File: src/rtl/clic_entry_regs_if.sv
// -----------------------------------------------------------------------------
// clic_entry_regs_if
// Software configuration and core claim bus for clic_entry_regs.
//
// Signals
//   cfg_we       config write strobe
//   cfg_addr     target entry index
//   cfg_field    0=prio, 1=enable, 2=trig (1=edge), 3=pending
//   cfg_wdata    write data; fields 1..3 use bit 0 only
//   cfg_re       config read strobe
//   cfg_rdata    {trig, enable, pending, prio} of the addressed entry, registered
//   cfg_rvalid   cfg_rdata valid, pulses one cycle after cfg_re
//   claim_valid  core accepted the interrupt at claim_index
//   claim_index  claimed entry (the arbiter's winning index)
//
// Modports
//   master  drives the strobes, address, data and claim; receives read data
//   slave   the entry register block
// -----------------------------------------------------------------------------
interface clic_entry_regs_if;

   localparam int NR_INDEX_BITS = 3;
   localparam int NR_PRIO_BITS  = 3;

   logic                      cfg_we;
   logic [NR_INDEX_BITS-1:0]  cfg_addr;
   logic [1:0]                cfg_field;
   logic [NR_PRIO_BITS-2:0]   cfg_wdata;
   logic                      cfg_re;
   logic [NR_PRIO_BITS+1:0]   cfg_rdata;
   logic                      cfg_rvalid;
   logic                      claim_valid;
   logic [NR_INDEX_BITS-1:0]  claim_index;

   modport master (
      output cfg_we,
      output cfg_addr,
      output cfg_field,
      output cfg_wdata,
      output cfg_re,
      input  cfg_rdata,
      input  cfg_rvalid,
      output claim_valid,
      output claim_index
   );

   modport slave (
      input  cfg_we,
      input  cfg_addr,
      input  cfg_field,
      input  cfg_wdata,
      input  cfg_re,
      output cfg_rdata,
      output cfg_rvalid,
      input  claim_valid,
      input  claim_index
   );

endinterface

File: src/rtl/clic_entry_regs.sv
// -----------------------------------------------------------------------------
// clic_entry_regs
// Per-interrupt state store that feeds the CAN-style CLIC arbiter. Each source
// keeps a priority, an enable, a trigger mode (level or edge) and a pending
// bit. Edge-mode sources latch rising edges into pending, which is cleared
// when the core claims the entry. Level-mode sources simply mirror the line.
//
// Ports
//   clk         single clock, all state updates on the rising edge
//   rst_n       synchronous, active-low reset
//   irq_src     raw interrupt lines, synchronous to clk
//   bus         config read/write port and core claim (slave modport)
//   entries     per-source arbiter entry: active ? {1'b1, prio} : '0
//   any_active  OR of all active flags, qualifies the arbiter output
// -----------------------------------------------------------------------------
module clic_entry_regs (
   input  logic                        clk,
   input  logic                        rst_n,
   input  logic [7:0]                  irq_src,
   clic_entry_regs_if.slave            bus,
   output logic [7:0][2:0]             entries,
   output logic                        any_active
);

   localparam int NR_INDEX_BITS = 3;
   localparam int NR_PRIO_BITS  = 3;
   localparam int N             = 2 ** NR_INDEX_BITS;
   localparam int PW            = NR_PRIO_BITS - 1;

   localparam logic [1:0] FIELD_PRIO    = 2'd0;
   localparam logic [1:0] FIELD_ENABLE  = 2'd1;
   localparam logic [1:0] FIELD_TRIG    = 2'd2;
   localparam logic [1:0] FIELD_PENDING = 2'd3;

   logic [N-1:0][PW-1:0]       prio_q,    prio_d;
   logic [N-1:0]               enable_q,  enable_d;
   logic [N-1:0]               trig_q,    trig_d;
   logic [N-1:0]               pending_q, pending_d;
   logic [N-1:0]               irq_q,     irq_d;
   logic [NR_PRIO_BITS+1:0]    rdata_q,   rdata_d;
   logic                       rvalid_q,  rvalid_d;

   logic [N-1:0]               wr_sel;
   logic [N-1:0]               claim_sel;
   logic [N-1:0]               rise;
   logic [N-1:0]               active;

   // Next-state for all entries. Pending in edge mode resolves in strict
   // priority: software write, then a fresh rising edge, then a claim, so a
   // new edge landing on the claim cycle is never lost. Level mode ignores
   // both claim and software pending writes and just follows the line.
   always_comb begin
      prio_d    = prio_q;
      enable_d  = enable_q;
      trig_d    = trig_q;
      pending_d = pending_q;
      irq_d     = irq_src;
      rdata_d   = rdata_q;
      rvalid_d  = bus.cfg_re;
      wr_sel    = '0;
      claim_sel = '0;
      rise      = irq_src & ~irq_q;

      for (int i = 0; i < N; i++) begin
         wr_sel[i]    = bus.cfg_we && (bus.cfg_addr == NR_INDEX_BITS'(i));
         claim_sel[i] = bus.claim_valid && (bus.claim_index == NR_INDEX_BITS'(i));

         if (wr_sel[i]) begin
            case (bus.cfg_field)
               FIELD_PRIO:   prio_d[i]   = bus.cfg_wdata;
               FIELD_ENABLE: enable_d[i] = bus.cfg_wdata[0];
               FIELD_TRIG:   trig_d[i]   = bus.cfg_wdata[0];
               default:      ;
            endcase
         end

         if (trig_q[i]) begin
            if (wr_sel[i] && (bus.cfg_field == FIELD_PENDING)) begin
               pending_d[i] = bus.cfg_wdata[0];
            end else if (rise[i]) begin
               pending_d[i] = 1'b1;
            end else if (claim_sel[i]) begin
               pending_d[i] = 1'b0;
            end
         end else begin
            pending_d[i] = irq_src[i];
         end
      end

      // Readback samples the current registers, so a same-cycle write is
      // reported with its pre-write value.
      if (bus.cfg_re) begin
         rdata_d = {trig_q[bus.cfg_addr], enable_q[bus.cfg_addr],
                    pending_q[bus.cfg_addr], prio_q[bus.cfg_addr]};
      end
   end

   // State registers with synchronous active-low reset. irq_q tracks the
   // line in every mode so switching to edge mode with a held-high source
   // does not fabricate an edge.
   always_ff @(posedge clk) begin
      if (!rst_n) begin
         prio_q    <= '0;
         enable_q  <= '0;
         trig_q    <= '0;
         pending_q <= '0;
         irq_q     <= '0;
         rdata_q   <= '0;
         rvalid_q  <= 1'b0;
      end else begin
         prio_q    <= prio_d;
         enable_q  <= enable_d;
         trig_q    <= trig_d;
         pending_q <= pending_d;
         irq_q     <= irq_d;
         rdata_q   <= rdata_d;
         rvalid_q  <= rvalid_d;
      end
   end

   // Arbiter-facing outputs are derived from registers only.
   always_comb begin
      active  = enable_q & pending_q;
      entries = '0;
      for (int i = 0; i < N; i++) begin
         if (active[i]) begin
            entries[i] = {1'b1, prio_q[i]};
         end
      end
   end

   assign any_active     = |active;
   assign bus.cfg_rdata  = rdata_q;
   assign bus.cfg_rvalid = rvalid_q;

endmodule

File: src/flat_wrapper.sv
// flat-port wrapper written by rule: the top's interface ports become plain ports
module clic_entry_regs_flat 
  (clk, rst_n, irq_src, entries, any_active, bus_cfg_we, bus_cfg_addr, bus_cfg_field, bus_cfg_wdata, bus_cfg_re, bus_cfg_rdata, bus_cfg_rvalid, bus_claim_valid, bus_claim_index);
  clic_entry_regs_if bus_i ();
  input  logic clk;
  input  logic rst_n;
  input  logic [7:0] irq_src;
  output logic [7:0][2:0] entries;
  output logic any_active;
  input wire logic [$bits(bus_i.cfg_we)-1:0] bus_cfg_we;
  input wire logic [$bits(bus_i.cfg_addr)-1:0] bus_cfg_addr;
  input wire logic [$bits(bus_i.cfg_field)-1:0] bus_cfg_field;
  input wire logic [$bits(bus_i.cfg_wdata)-1:0] bus_cfg_wdata;
  input wire logic [$bits(bus_i.cfg_re)-1:0] bus_cfg_re;
  output wire logic [$bits(bus_i.cfg_rdata)-1:0] bus_cfg_rdata;
  output wire logic [$bits(bus_i.cfg_rvalid)-1:0] bus_cfg_rvalid;
  input wire logic [$bits(bus_i.claim_valid)-1:0] bus_claim_valid;
  input wire logic [$bits(bus_i.claim_index)-1:0] bus_claim_index;
  assign bus_i.cfg_we = bus_cfg_we;
  assign bus_i.cfg_addr = bus_cfg_addr;
  assign bus_i.cfg_field = bus_cfg_field;
  assign bus_i.cfg_wdata = bus_cfg_wdata;
  assign bus_i.cfg_re = bus_cfg_re;
  assign bus_cfg_rdata = bus_i.cfg_rdata;
  assign bus_cfg_rvalid = bus_i.cfg_rvalid;
  assign bus_i.claim_valid = bus_claim_valid;
  assign bus_i.claim_index = bus_claim_index;
  clic_entry_regs u_core (.clk(clk), .rst_n(rst_n), .irq_src(irq_src), .bus(bus_i), .entries(entries), .any_active(any_active));
endmodule
File: config.mk
export PLATFORM = sky130hd
export DESIGN_NAME = clic_entry_regs_flat
export DESIGN_NICKNAME = d
export VERILOG_FILES = /design/src/rtl/clic_entry_regs_if.sv /design/src/rtl/clic_entry_regs.sv /design/src/flat_wrapper.sv
export SDC_FILE = /design/constraint.sdc
export NUM_CORES = 1
export LEC_CHECK = 0
export CAP_MARGIN = 5
export CORE_MARGIN = 3
export CORE_UTILIZATION = 47
export DETAILED_ROUTE_END_ITERATION = 8
export GPL_TIMING_DRIVEN = 0
export PLACE_DENSITY = 0.76
export SYNTH_ARGS = -nofsm -noshare
export SYNTH_HDL_FRONTEND = slang
export SYNTH_SLANG_ARGS = --single-unit
File: constraint.sdc
create_clock -name clk -period 1.5 [get_ports clk]
set_input_delay 0.225 -clock clk [delete_from_list [all_inputs] [get_ports clk]]
set_output_delay 0.225 -clock clk [all_outputs]
set_load 0.1 [all_outputs]
After elaboration in Yosys (flattened, before gate mapping). Index checks and enable logic that the tools add are counted.

Mux-type cells: 48. Bitwise gates (word level): 3. Equal/unequal tests: 25. Reductions and logical operators: 52. $lt $le $gt $ge: 1.

Operators by type and width (count): $reduce_and 2->1 (24); $mux 1 (35); $ne 4x4->1 const B (8); $eq 3x3->1 const B (8); $logic_and 1x1->1 (24); $mux 3 (8); $and 8x8->8 (2); $eq 3x2->1 const B (4); $bmux 1 s3 (3); $not 8->8 (1); $reduce_or 8->1 (1); $bmux 2 s3 (1); $eq 3x1->1 const B (2); $logic_not 3->1 (2); $eq 2x2->1 const B (2); $lt 3x4->1 const B (1); $eq 2x1->1 const B (1); $logic_not 2->1 (1); $mux 2 (1).

Input bits: 23. Bits in registers: 54. Word-level logic and storage cells: 164. Output and inout bits: 31.

Longest topological paths before layout. Gate-level depths: netlist (run 1).

Depth after elaboration: 6. Mapped depth: 5. Depth with buffers taken out: 3.

Least setup slack after synthesis (run 1). Ideal clock, no wire load.

Path kind: flip-flop to output port. Start: register u_core.enable_q[0]. End: output any_active. Setup slack: -1.029 ns. Required time: 1.275 ns. Stages on the path, launching flop included: 4. Path buffers: 0. Arrival time: 2.304 ns. Path through: dfxtp_1 and2_1 or4_1 or4_1.

Longest elaborated chain between the ends: 2.

RTL lines: from (decl) (RTL line clic_entry_regs.sv:36) `logic [N-1:0] enable_q, enable_d;`; from (signal assigned) (RTL line clic_entry_regs.sv:112) `enable_q <= enable_d;`; $and 8x8->8 (RTL line clic_entry_regs.sv:123) `active = enable_q & pending_q;`; $reduce_or 8->1 (RTL line clic_entry_regs.sv:132) `assign any_active = |active;`; to (decl) (RTL line flat_wrapper.sv:9) `output logic any_active;`.

Every way passes these cells.

Worst setup path after layout (run 1).
Start: register u_core.pending_q[0]. End: output any_active.

Longest elaborated chain between the ends: 2.

RTL lines: from (decl) (RTL line clic_entry_regs.sv:38) `logic [N-1:0] pending_q, pending_d;`; from (signal assigned) (RTL line clic_entry_regs.sv:114) `pending_q <= pending_d;`; $and 8x8->8 (RTL line clic_entry_regs.sv:123); $reduce_or 8->1 (RTL line clic_entry_regs.sv:132).

Every way passes these cells.

==> flow_summary.ini, run 1 <==
[floorplan]
initial_utilization_pct = 49.8
die_y_um = 83.6
fp.dieArea_um2 = 6980
core_um2 = 5680
io_pins = 54
fp-row-count = 27
die_x_um = 83.6

[critical_path]
max_stage_delay_ns = 0.45
crit_type = reg -> out
cpMaxStageDelayCell = or4_1
required_ns = 1.27
startpoint = u_core.pending_q[0]
worstPathArrival_ns = 1.94
r2r_setup_slack_ns = 0.15
end_kind = primary output
crit_fanout = 5
crit_end = any_active
start_kind = flip-flop
r2r-end = u_core.pending_q[0]
cp_cell_sequence = and2_4 -> or4_1 -> or4_4 -> buf_12
r2r_start = u_core.trig_q[0]
ff2ff_path_depth = 3

[routing]
via_count = 2874
vias_per_cell = 6.36
dr.pass1.iters = 6
drtIter0Drc = 302
wl_met1_um = 3710
met3_length_um = 705
routed.top_layer = met4
drc_errors = 0
totalWireLength_um = 8650
ant_nets = 0
wl_per_cell_um = 19.1
wl_met2_um = 4010

[logic_synthesis]
synth-compound-area-share_pct = 20.7
synth_ff_type = dfxtp_1
synth_top_family_by_area = simple AND/OR/NAND/NOR gates
syn-instance-count = 323
ys_ff_latch = 54
muxShareOfSynthArea_pct = 7.66
synth_warnings = 0
synth_area_per_cell_um2 = 8.75
synth_simple_gate_area_share_pct = 29.0
ys_types = 47
ys_seq_area_share_pct = 38.2
synth-xor-area-share_pct = 0
syn_area_um2 = 2830
synth_fa_ha_area_share_pct = 0
async_flop_share_pct = 0
synth-edff-count = 0
syn_nets = 346

[power_and_ir_drop]
p_leak_nw = 1.33
p_per_area_nw_per_um2 = 871
total_power_mw = 3.13
ir_drop_uv = 587

[timing]
setup_viol = 1
setup_tns_ns = -0.670
worstMarginPinSlew_ns = 0.611
setup_slack_ns = -0.670
skew_ns = 0.0118
hold-worst-slack_ns = 0.293
max_freq_ghz = 0.461
slew_violations = 0
min_period_ns = 2.17
hold_viol = 0
rsz0062_at_grt = true
relSlewSlack_pct = 59.1
period_share_pct = 145

[place]
hpwl_um = 6420
place.gp.congestion = 0.885
place_worst_setup_slack_ns = -1.16
io_buffers = 48
dp_cells = 443
placed_cell_area_um2 = 3410

[cells_and_area]
final_util_pct = 63.3
syn_to_final_growth_pct = 27.1
final_common_cell = dfxtp_1
drive_gt1_share_pct = 20.5
layout_common_cells = dfxtp_1 (47), o21ai_0 (40), a21oi_1 (37)
fin_cells = 452
design_area_um2 = 3590
final_nets = 402
fill_cells = 492
antenna_cells = 0

[outcome]
violations = setup timing
status = finished, violations left

[min_path]
hold_path_class = in -> reg
hp-start = bus_cfg_re

[global_routing]
grt_util_all_layers_pct = 25.3
grt_start_max_net_pins = 17
overflow = 0
grt_pass1_vias = 2699
grt_pass1_wl_um = 14200
antenna_found_initial = 0

[cts]
h-tree-depth = 2
numCtsBuffers = 5
cts_tree = built
cts.path.max_buffers = 2
cts_root_buf = clkbuf_8
clock-sinks = 54
cts.clk_slew.worst_paths_ns = 0.10
clk_latency_ns = 0.31

[run]
cap_viol_max_count = 0
[state kept, by name, indices dropped and copies added (netlist names)]
| register | cells |
|---|---|
| u_core.bus.cfg_rdata | 5 |
| u_core.bus.cfg_rvalid | 1 |
| u_core.enable_q | 8 |
| u_core.irq_q | 8 |
| u_core.pending_q | 8 |
| u_core.prio_q | 16 |
| u_core.trig_q | 8 |
[layer usage]
| layer | global-route usage, % | vias up |
|---|---|---|
| met4 | 9.21 | 0 |
| met5 | 0 | - |
| met2 | 40.2 | 150 |
| met1 | 34.9 | 1363 |
| met3 | 3.85 | 22 |
| li1 | - | 1339 |
[layout make-up]
class	instances	area, um2	share of cell area, %
sequential	54	1090	30.4
clock buffer	6	82.6	2.30
inverter	5	20.0	0.557
tap	72	90.1	2.51
clock inverter	2	60.1	1.67
buffer	24	114	3.17
timing repair buffer	51	497	13.8
multi-input combinational	238	1640	45.6
[Yosys cell counts (3+ instances only)]
cell type | number | share of area [%]
a22oi_1 | 3 | 0.80
nor2b_1 | 6 | 1.3
a21oi_1 | 37 | 6.6
clkbuf_1 | 18 | 2.4
or3_1 | 18 | 4.0
and3_1 | 14 | 3.1
dfxtp_1 | 54 | 38
nor3_1 | 3 | 0.53
and4_1 | 3 | 0.93
o22ai_1 | 4 | 0.89
inv_1 | 4 | 0.53
a41o_1 | 4 | 1.4
nand4_1 | 8 | 1.8
mux4_2 | 8 | 6.4
buf_2 | 6 | 1.1
nand2_1 | 12 | 1.6
o21ai_0 | 40 | 7.1
nor2_1 | 5 | 0.66
nand4b_1 | 7 | 2.2
and2_1 | 17 | 3.8
nand4bb_1 | 5 | 2.0
nand3_1 | 10 | 1.8
nand2b_1 | 4 | 0.89
[worst max-delay path, delay by kind of cell, from the launching register on]
| kind | cells | cell delay [ns] |
|---|---|---|
| DFF | 1 | 0.39 |
| buffers and inverters | 1 | 0.18 |
| and+or+nand+nor | 3 | 1.06 |
[repair_timing]
action	CTS	global route
gates cloned	0	0
hold buffers	0	0
buffers inserted	3	0
gates resized for setup	182	19
endpoints found under the setup margin	76	43
pin swaps	2	0
hold endpoints to repair	0	0
[worst min-delay path by stage]
stage	end	depth (start not counted)
floorplan	u_core.irq_q[0]	1
CTS	u_core.bus.cfg_rdata[0]	2
detailed placement	u_core.prio_q[5]	2
global placement	u_core.prio_q[12]	2
global route	u_core.bus.cfg_rdata[0]	2
finish	u_core.bus.cfg_rdata[0]	2
[where the power goes]
| part | total, mW | internal [mW] | switching, mW |
|---|---|---|---|
| Clock | 1.20 | 0.712 | 0.484 |
| Sequential | 1.50 | 1.47 | 0.0334 |
| Combinational | 0.429 | 0.150 | 0.279 |
| Total | 3.13 | 2.33 | 0.796 |
[logic make-up (layout without fill, tap and decap cells)]
family	Yosys count	in the layout
and+or+nand+nor	127	127
AOI/OAI and AO/OA	101	101
DFF	54	54
buffers and inverters	31	88
muxes	10	10
No activity file was read; power rests on OpenSTA's default activity.
==> run 2: changes to the inputs <==
- GPL_TIMING_DRIVEN: 0 -> not set
==> flow_summary.ini, run 2 (synthesis gave the netlist of run 1 again) <==
[place]
place.gp.congestion = 1.02
placed_cell_area_um2 = 4190
dp_cells = 488
io_buffers = 53
hpwl_um = 7300

[cells_and_area]
syn_to_final_growth_pct = 52.9
fin_cells = 498
layout_common_cells = buf_4 (65), dfxtp_1 (50), o21ai_0 (39)
drive_gt1_share_pct = 31.7
fill_cells = 382
final_util_pct = 76.1
antenna_cells = 0
top_register = u_core.prio_q
largest_reg_flops = 16
seq_area_um2 = 1090
final_nets = 449
design_area_um2 = 4320
multi_input_area_um2 = 1670
final_common_cell = buf_4

[cts]
cts_root_buf = clkbuf_8
clock-sinks = 54
clk_latency_ns = 0.31
cts.path.max_buffers = 2
cts_hold_buf = 0
cts_tree = built
cts.clk_slew.worst_paths_ns = 0.10
h-tree-depth = 2
numCtsBuffers = 5

[floorplan]
die_y_um = 83.6
io_pins = 54
fp.dieArea_um2 = 6980
die_x_um = 83.6
initial_utilization_pct = 49.8
core_um2 = 5680
fp-row-count = 27

[power_and_ir_drop]
seqPwrFrac_pct = 52.6
p_comb_share_pct = 20.2
swShare_pct = 27.9
switchingPower_mw = 0.795
ir_drop_uv = 463
p_leak_nw = 1.70
total_power_mw = 2.85
power.share.clock_pct = 27.2
internal_power_mw = 2.05
p_per_area_nw_per_um2 = 660

[min_path]
hold_path_class = reg -> reg

[critical_path]
max_stage_delay_ns = 0.51
end_kind = primary output
crit_fanout = 2
cpMaxStageDelayCell = or4_4
critPathMostFrequentCell = or4_4
cp_cell_sequence = and2_4 -> or4_4 -> or4_4 -> buf_12
crit_type = reg -> out
start_kind = flip-flop
worstPathArrival_ns = 1.93
required_ns = 1.27

[timing]
period_share_pct = 143
rsz0062_at_grt = true
setup_slack_ns = -0.651
relSlewSlack_pct = 66.5
max_freq_ghz = 0.465
hold_viol = 0
skew_ns = 0.0107
setup_viol = 1
slew_violations = 0
min_period_ns = 2.15
hold-worst-slack_ns = 0.507
worstMarginPinSlew_ns = 0.496

[global_routing]
antenna_found_initial = 0
grt_pass1_vias = 3063
overflow = 0
grt_start_max_net_pins = 23
grt_pass1_wl_um = 15800
grt_util_all_layers_pct = 28.1

[routing]
via_count = 3250
totalWireLength_um = 9900
dr.pass1.iters = 5
wl_per_cell_um = 19.9
drc_errors = 0
vias_per_cell = 6.53
drtIter0Drc = 433
ant_nets = 0

[run]
cap_viol_max_count = 0

[outcome]
status = finished, violations left
violations = setup timing
-- run 2: cell types whose count changed in the layout (fill, tap and decap cells not counted), moves of 2 or more --
| cell | previous run | this run |
|---|---|---|
| buf_1 | 2 | 0 |
| buf_6 | 13 | 1 |
| clkdlybuf4s15_2 | 6 | 0 |
| clkdlybuf4s50_1 | 12 | 18 |
| nand2b_1 | 4 | 2 |
| dfxtp_2 | 6 | 4 |
| clkbuf_1 | 15 | 2 |
| bufinv_16 | 2 | 0 |
| buf_4 | 16 | 65 |
| nand2b_2 | 0 | 2 |
| buf_12 | 1 | 33 |
| dfxtp_1 | 47 | 50 |
| buf_2 | 4 | 1 |
-- run 2: timing repair --
action,CTS,global route
gates resized for setup,5,11
buffers inserted,0,2
pin swaps,2,3
setup endpoints to repair,25,36
gates cloned,0,1
-- run 2: power by group through the flow --
stage               sequential (mW)  clock, mW  combinational, mW
CTS                            1.50      0.779              0.552
global placement               1.53          0              0.530
floorplan                      1.59          0              0.201
global route                   1.50      0.834              0.606
finish                         1.50      0.776              0.575
detailed placement             1.53          0              0.544
-- run 2: layout make-up --
| class | count | area share, % |
|---|---|---|
| clock buffer | 7 | 1.77 |
| inverter | 5 | 0.434 |
| multi-input combinational | 238 | 38.6 |
| sequential | 54 | 25.1 |
| tap | 72 | 2.08 |
| timing repair buffer | 122 | 32.0 |
-- run 2: final timing paths --
path / from / cells past startpoint / slack [ns] / endpoint
max: u_core.enable_q[7] / 4 / -0.65 / any_active
min: u_core.prio_q[1] / 2 / 0.51 / u_core.prio_q[1]
max reg2reg: u_core.trig_q[0] / 4 / 0.17 / u_core.bus.cfg_rdata[4]
min reg2reg: u_core.prio_q[1] / 2 / 0.51 / u_core.prio_q[1]
-- run 2: worst max-delay path: cells and delay by family (launching register included) --
kind	cells	cell delay, ns
buffers and inverters	1	0.18
AND/OR/NAND/NOR	3	1.10
flip-flops	1	0.33
-- run 2: routing by layer --
metal	share of wire (%)	track usage [%]
met4	5.3	13.6
met3	8.5	5.73
met2	49	47.7
met1	37	33.8
met5	0	0
-- run 2: through the flow --
stage / setup TNS, ns / setup WS (ns)
floorplan: -0.419 / -0.419
global route: -0.696 / -0.696
detailed placement: -14.03 / -0.464
CTS: -0.631 / -0.631
global placement: -12.15 / -0.388
finish: -0.651 / -0.651
==> run 3: changes to the inputs <==
- CTS_CLUSTER_DIAMETER: not set -> 50
==> results of run 3 <==
The final DEF is identical to that of run 2; final timing and power are the same.
==> RTL change (settings of run 2) <==
`pending_q` and `rdata_q` no longer have a reset.
--- a/src/rtl/clic_entry_regs.sv
+++ b/src/rtl/clic_entry_regs.sv
@@ -103,19 +103,20 @@
          prio_q    <= '0;
          enable_q  <= '0;
          trig_q    <= '0;
-         pending_q <= '0;
          irq_q     <= '0;
-         rdata_q   <= '0;
          rvalid_q  <= 1'b0;
       end else begin
          prio_q    <= prio_d;
          enable_q  <= enable_d;
          trig_q    <= trig_d;
-         pending_q <= pending_d;
          irq_q     <= irq_d;
-         rdata_q   <= rdata_d;
          rvalid_q  <= rvalid_d;
       end
+   end
+
+   always_ff @(posedge clk) begin
+      pending_q <= pending_d;
+      rdata_q   <= rdata_d;
    end
 
    // Arbiter-facing outputs are derived from registers only.
Function: changed (a bounded check fails within 4 cycles, from zero or initial values and one cycle with rst_n low).
==> RTL change against run 2 <==
  * The run still ends with negative setup slack left
  * Sequential cell count is the same
  * Worst setup slack lost 0.12 ns
  * Wire length shrank 20%
  * Area after synthesis rose by 1.7%
  * Hold slack lost 0.014 ns
  * Total power barely moved
  * Design area decreased by 0.32%
  * Combinational power decreased by 11%
  * Fmax fell by 5.4%
==> RTL change: results (changes against run 2) <==
| Metric | Value |
|---|---|
| Status | finished, violations left |
| Violated checks | negative setup slack |
| Internal power | 2.10 mW (+2.0%) |
| Share of post-route cells with drive strength above 1 | 34.3% (+2.6 points) |
| Final worst slack | -0.774 ns (-0.124 ns) |
| Peak VDD IR | 0.000470 V (+1.6%) |
| Slew @ Worst Pin | 0.354 ns (-0.142 ns) |
| Sequential area share after synthesis | 42.1% (+3.9 points) |
| Pre-CTS setup slack | -0.470 ns (-0.00547 ns) |
| Cell Area, Placed | 4110 sq um (-1.9%) |
| Clock skew | 0.00528 ns (-0.00547 ns) |
| Routed wl met2 | 4.15 mm (-14%) |
| Reg-to-reg critical path endpoint | u_core.bus.cfg_rdata[2] |
| Setup Buffers After CTS | 4 (+4) |
| Post-placement cell count | 445 (-8.8%) |
| Post-DP HPWL | 6.09 mm (-17%) |
| Post-cts sizing count | 17 (+12) |
| Drt first pass iters | 4 (-1) |
| Routed vias | 2577 (-21%) |
| Met3 wire len | 565 microns (-33%) |
| Min Hold Slack | 0.493 ns (-0.0144 ns) |
| Synth top cells by count | 67 x nand2_1, 41 x dfxtp_1, 32 x mux2i_1 |
| Leak | 1.89 nW (+11%) |
| Flop-to-flop setup slack | -0.07 ns (-0.24 ns) |
| 1st-iter DRT viols | 211 (-51%) |
| Unique cell type count in the Yosys netlist | 36 (-23%) |
| Crit path launch | u_core.pending_q[2] |
| Final setup vio count | 2 (+1) |
| Synth area leaders | dfxtp_1 29%, edfxtp_1 14%, mux2i_1 11% |
| Post-Layout Cell Count | 457 (-8.2%) |
| FF-to-FF Start | u_core.pending_q[3] |
| Final TNS setup | -0.848 ns (-0.198 ns) |
| Hold EP | u_core.prio_q[10] |
| M1 WL | 3.07 mm (-17%) |
| First-pass GRT wire length | 12.6 mm (-20%) |
| Worst hold start | u_core.prio_q[10] |
| Gp weighted congestion | 0.885 (-13%) |
| Largest net degree at the start of global routing | 24 (+4.3%) |
| Final #Nets | 407 (-9.4%) |
| Post-synthesis mux area share | 21.1% (+13 points) |
| HP Class | reg -> reg |
| Compound-cell area share of the yosys netlist | 5.35% (-15 points) |
## RTL change: cell count changes in the layout (fill, tap and decap cells not counted), moves of 16 or more
cell	change
a21oi_1	-33
or3_1	-17
mux2i_1	+31
buf_4	-20
o21ai_0	-38
nand2_1	+55
nand2b_1	+16
## RTL change: power groups by stage
stage	clock [mW]	combinational, mW	sequential (mW)
after CTS	0.799	0.501	1.56
after floorplan	0	0.202	1.64
final	0.782	0.511	1.56
after global placement	0	0.479	1.59
after detailed placement	0	0.489	1.59
after global routing	0.858	0.543	1.56
## RTL change: layout make-up
class / instances / area (sq um)
timing repair buffer: 105 / 1270
clock buffer: 6 / 72.6
tap: 72 / 90.1
sequential: 54 / 1210
fill: 379 / 1400
inverter: 3 / 11.3
multi-input combinational: 215 / 1640
clock inverter: 2 / 8.76
## RTL change: routing by layer
layer	vias up	track usage, %
met5	-	0
met4	0	9.21
met3	16	3.43
met2	114	38.8
met1	1225	27.7
li1	1222	-
